`src/rtl/ctrl_qmem_arb_pkg.sv`:
```
// Shared types and defaults for the control-register qmem arbiter.
package ctrl_qmem_pkg;

  localparam int QAW_DEF = 22;
  localparam int QDW_DEF = 32;

  typedef enum logic [1:0] {
    OWN_IDLE = 2'd0,
    OWN_M0   = 2'd1,
    OWN_M1   = 2'd2
  } own_state_e;

  // Owning state for a given master index.
  function automatic own_state_e own_state_of(input logic idx);
    return idx ? OWN_M1 : OWN_M0;
  endfunction

endpackage

```
`src/rtl/ctrl_qmem_arb_rr_pick.sv`:
```
// Two-way round-robin picker: one-hot grant, ptr names the favoured master on a tie.
module ctrl_rr_pick (
  input  logic [1:0] req,
  input  logic       ptr,
  output logic [1:0] gnt
);

  // Grant selection
  always_comb begin
    gnt = 2'b00;
    case (req)
      2'b01:   gnt = 2'b01;
      2'b10:   gnt = 2'b10;
      2'b11:   gnt = ptr ? 2'b10 : 2'b01;
      default: gnt = 2'b00;
    endcase
  end

endmodule

```
`src/rtl/ctrl_qmem_arb.sv`:
```
// Two-master round-robin qmem arbiter in front of the control-register slave.
// Optional grant locking is enabled with `define CTRL_QMEM_ARB_LOCK_EN.
module ctrl_qmem_arb
  import ctrl_qmem_pkg::*;
#(
  parameter int QAW = QAW_DEF,
  parameter int QDW = QDW_DEF,
  parameter int QSW = QDW / 8
) (
  input  logic           clk,
  input  logic           rst_n,
  input  logic [QAW-1:0] m0_adr,
  input  logic           m0_cs,
  input  logic           m0_we,
  input  logic [QSW-1:0] m0_sel,
  input  logic [QDW-1:0] m0_dat_w,
  input  logic           m0_lock,
  output logic [QDW-1:0] m0_dat_r,
  output logic           m0_ack,
  output logic           m0_err,
  input  logic [QAW-1:0] m1_adr,
  input  logic           m1_cs,
  input  logic           m1_we,
  input  logic [QSW-1:0] m1_sel,
  input  logic [QDW-1:0] m1_dat_w,
  input  logic           m1_lock,
  output logic [QDW-1:0] m1_dat_r,
  output logic           m1_ack,
  output logic           m1_err,
  output logic [QAW-1:0] s_adr,
  output logic           s_cs,
  output logic           s_we,
  output logic [QSW-1:0] s_sel,
  output logic [QDW-1:0] s_dat_w,
  input  logic [QDW-1:0] s_dat_r,
  input  logic           s_ack,
  input  logic           s_err
);

  own_state_e state_r, state_nxt_s;
  logic       rr_ptr_r, rd_vld_r, rd_own_r;
  logic [1:0] gnt_s;
  logic       owner_s, active_s, lock_s, cmp_s;

  ctrl_rr_pick u_pick (
    .req (({m1_cs, m0_cs})),
    .ptr (rr_ptr_r),
    .gnt (gnt_s)
  );

  // Current owner and whether its request is live (forced off while in reset)
  always_comb begin
    owner_s  = 1'b0;
    active_s = 1'b0;
    case (state_r)
      OWN_IDLE: begin owner_s = gnt_s[1]; active_s = |gnt_s; end
      OWN_M0:   begin owner_s = 1'b0;     active_s = m0_cs;  end
      OWN_M1:   begin owner_s = 1'b1;     active_s = m1_cs;  end
      default:  begin owner_s = 1'b0;     active_s = 1'b0;   end
    endcase
    active_s = active_s & rst_n;
  end

  // Slave request mux
  always_comb begin
    s_adr   = {QAW{1'b0}};
    s_cs    = 1'b0;
    s_we    = 1'b0;
    s_sel   = {QSW{1'b0}};
    s_dat_w = {QDW{1'b0}};
    if (active_s) begin
      s_cs    = 1'b1;
      s_adr   = owner_s ? m1_adr   : m0_adr;
      s_we    = owner_s ? m1_we    : m0_we;
      s_sel   = owner_s ? m1_sel   : m0_sel;
      s_dat_w = owner_s ? m1_dat_w : m0_dat_w;
    end else begin
      s_cs    = 1'b0;
    end
  end

`ifdef CTRL_QMEM_ARB_LOCK_EN
  // Owner's lock request
  always_comb begin
    lock_s = owner_s ? m1_lock : m0_lock;
  end
`else
  logic unused_lock_s;
  assign unused_lock_s = m0_lock ^ m1_lock;
  assign lock_s        = 1'b0;
`endif

  assign cmp_s = active_s & s_ack;

  // Keep ownership while stalled or locked; otherwise fall back to IDLE
  always_comb begin
    state_nxt_s = OWN_IDLE;
    if (active_s && !(s_ack && !lock_s)) begin
      state_nxt_s = own_state_of(owner_s);
    end else begin
      state_nxt_s = OWN_IDLE;
    end
  end

  // Owner state, round-robin pointer and read-return tracking
  always_ff @(posedge clk or negedge rst_n) begin
    if (!rst_n) begin
      state_r  <= OWN_IDLE;
      rr_ptr_r <= 1'b0;
      rd_vld_r <= 1'b0;
      rd_own_r <= 1'b0;
    end else begin
      state_r  <= state_nxt_s;
      rd_vld_r <= cmp_s & ~s_we;
      if (cmp_s && !lock_s) begin
        rr_ptr_r <= ~owner_s;
      end
      if (cmp_s && !s_we) begin
        rd_own_r <= owner_s;
      end
    end
  end

  assign m0_ack   = s_ack & active_s & ~owner_s;
  assign m1_ack   = s_ack & active_s &  owner_s;
  assign m0_err   = s_err & active_s & ~owner_s;
  assign m1_err   = s_err & active_s &  owner_s;
  assign m0_dat_r = (rd_vld_r && !rd_own_r) ? s_dat_r : {QDW{1'b0}};
  assign m1_dat_r = (rd_vld_r &&  rd_own_r) ? s_dat_r : {QDW{1'b0}};

endmodule

```
`config.mk`:
```
export PLATFORM = sky130hd
export DESIGN_NAME = ctrl_qmem_arb
export DESIGN_NICKNAME = d
export VERILOG_FILES = /design/src/rtl/ctrl_qmem_arb_pkg.sv /design/src/rtl/ctrl_qmem_arb_rr_pick.sv /design/src/rtl/ctrl_qmem_arb.sv
export SDC_FILE = /design/constraint.sdc
export NUM_CORES = 1
export LEC_CHECK = 0
export ABC_AREA = 1
export BUFFER_PORTS_ARGS = -buffer_cell sky130_fd_sc_hd__buf_2
export CAP_MARGIN = 15
export CORE_AREA = 3 3 110 112
export CTS_CLUSTER_SIZE = 40
export DETAILED_ROUTE_END_ITERATION = 10
export DIE_AREA = 0 0 113 115
export SYNTH_ARGS = -nofsm -noshare
export SYNTH_HDL_FRONTEND = slang
export SYNTH_SLANG_ARGS = --single-unit
```
`constraint.sdc`:
```
create_clock -name clk -period 1.35 [get_ports clk]
set_clock_uncertainty 0.15 [all_clocks]
set_input_delay 0 -clock clk [delete_from_list [all_inputs] [get_ports clk]]
set_output_delay 0 -clock clk [all_outputs]
set_load 0.02 [all_outputs]
```
==> metrics.yaml <==
place:
  placed_cell_area_um2: 3470
  port_buffers: 283
  dp.cells: 762
  place_congestion: 0.776
  place_ws_ns: -0.168
  hpwlAfterDp_um: 7720
detailed_routing:
  ant_nets: 0
  drt_iter0_drc: 90
  totalWireLength_um: 11600
  via_per_inst: 4.26
  route.vias.total: 3362
  dr.pass1.iters: 4
  drc: 0
  wl_per_cell_um: 14.7
logic_synthesis:
  yosysWarnings: 0
  synth.cell_area_um2: 1690
  yosysMostFrequentCell: "nor2_1"
  synthArstFlopShare_pct: 100
  syn_avg_cell_area_um2: 4.96
  ys.flop_type: "dfrtp_1"
  synth_top_area_share_pct: 38.4
  synth_edf_count: 0
  yosysUniqueCellTypes: 19
  synth_common_cells: "nor2_1 (173), o21ai_0 (45), inv_1 (42)"
  ys_ff_latch: 5
  syn_nets: 499
  synthCells: 341
  seq_area_frac_synth_pct: 7.40
  synth_area_leaders: "nor2_1 (38%), o21ai_0 (13%), buf_6 (9.3%), inv_1 (9.3%), dfrtp_1 (7.4%)"
  synth_top_cell_by_area: "nor2_1"
finish:
  drive_above_1_share_pct: 82.4
  area_delta_synth_final_pct: 205
  nets: 806
  n_antenna_cell: 0
  postLayoutCoreUtil_pct: 45.6
  fin_cells: 790
  fin_area_um2: 5160
  nFillCells: 1078
clocking:
  cts_buffers: 3
  clk_pin_slew_ns: 0.03
  h-tree-depth: 1
  clkLatencyLatePin_ns: 0.23
  cts_sinks: 5
  clock_path_buffers: 2
  tritoncts: "done"
  cts_root_buf: "clkbuf_16"
timing:
  timing.setup.tns_ns: -17.72
  relSlewSlack_pct: 85.9
  setup_viol: 94
  finalCritPeriodShare_pct: 123
  worst_hold_slack_ns: 0.107
  fin_crit_ns: 1.66
  worst_pin_slew_ns: 0.210
  max_freq_mhz: 601
  fin_ws_ns: -0.313
  final_max_slew_viol_count: 0
  finalHoldViolCount: 0
  rsz0062_at_grt: "yes"
min_path:
  hold-path-endpoint: "state_r[0]$_DFF_PN0_"
  min_from: "rst_n"
  hold_path_class: "in2reg"
  min_path_cells: 4
outcome:
  status: "complete, but fails checks"
  violations: "negative setup slack"
die:
  ioPinCount: 286
  die_w_um: 113
  row_count: 39
  core-area_um2: 11300
  floorplan.initialDensity_pct: 14.9
  die_h_um: 115
  dieArea_um2: 13000
worst_setup_path:
  path_max_fanout: 11
  worst_setup_path_end_kind: "output port"
  rr_worst_depth: 10
  r2r-end: "rd_own_r$_DFFE_PN0P_"
  r2r_start: "state_r[0]$_DFF_PN0_"
  crit_required_ns: 1.20
  reg2reg_setup_slack_ns: -0.14
  crit_arrival_ns: 1.51
  critPathLaunch: "state_r[0]$_DFF_PN0_"
  crit_type: "reg2out"
  crit_path_start_kind: "flip-flop"
global_routing:
  overflow: 0
  antenna_found_initial: 0
  grt_max_degree: 33
  first_global_vias: 2896
  track_usage_pct: 13.1
  grt_pass1_wl_um: 13900
flow_run:
  drv_cap: 0
power_and_ir_drop:
  totalPowerFinal_mw: 3.01
  pwr_density_cell_nw_per_um2: 584
  p_leak_nw: 2.61
  ir_worst_vdd_mv: 0.318
[registers in the layout (all words and copies together) (netlist names)]
| name | cells |
|---|---|
| rr_ptr_r | 1 |
| rd_own_r | 1 |
| rd_vld_r | 1 |
| state_r | 2 |
[timing repair]
item,4_1_cts,5_1_grt
hold buffers,4,0
gates resized for setup,167,263
gates cloned,2,10
setup endpoints to repair,66,109
pin swaps,2,10
hold endpoints to repair,9,0
setup buffers,3,5
[cell families (layout without fill, tap and decap cells)]
family / Yosys count / count (layout) / synth area share [%]
buf+inv: 70 / 376 / 23.2
simple gates: 207 / 207 / 51.9
compound gates: 59 / 59 / 17.5
flops: 5 / 5 / 7.40
[worst max-delay path: stages, from the launching register on]
cell     delay [ns]
dfrtp_1        0.38
nor2_2         0.12
nand2_4        0.08
nand2_8        0.12
inv_12         0.07
buf_12         0.15
nor2_1         0.12
nor2_2         0.06
buf_4          0.15
[layer usage]
layer	up-vias	part of all wire (%)	global-route usage [%]
met5	-	0	0
met4	0	0.27	0.962
met3	6	8.2	3.53
met2	177	57	25.8
met1	1533	35	14.4
li1	1646	-	-
[cells in the final DEF (no fill, tap or decap), types with 2 or more instances in the layout]
master,synthesis,final
buf_2,0,157
nor2_2,9,120
buf_4,4,77
buf_6,14,65
nor2_4,0,50
o21ai_1,14,43
inv_1,42,38
nor2_1,173,12
o21ai_2,0,11
clkbuf_16,0,11
buf_12,0,10
inv_2,2,6
nand2_4,3,6
nand2_2,2,5
o21ai_0,45,5
dfrtp_1,5,5
dlygate4sd3_1,0,4
nand2_1,9,3
buf_8,0,3
nand3_1,4,2
nor3_2,3,2
nor3_4,0,2
buf_16,0,2
[cell type report]
cell class                 instances  area, um2  area share, %
timing repair buffer             326       2640           51.1
clock buffer                       4       78.8           1.53
multi-input combinational        266       1940           37.6
tap                              143        179           3.47
inverter                          46        198           3.83
sequential                         5        125           2.43
[how the worst max path moves through the flow]
stage | end | slack, ns
final | s_dat_w[23] | -0.31
after global routing | s_dat_w[31] | -0.37
after CTS | s_dat_w[1] | -0.31
after detailed placement | s_dat_w[4] | -0.17
after global placement | s_dat_w[1] | -0.12
after floorplan | m1_ack | 0.003
[power by group]
| group | total [mW] | internal (mW) | switching [mW] |
|---|---|---|---|
| sequential | 0.189 | 0.170 | 0.0192 |
| combinational | 2.33 | 1.06 | 1.27 |
| clock | 0.492 | 0.392 | 0.100 |
Power figures use the tool's default switching activity.
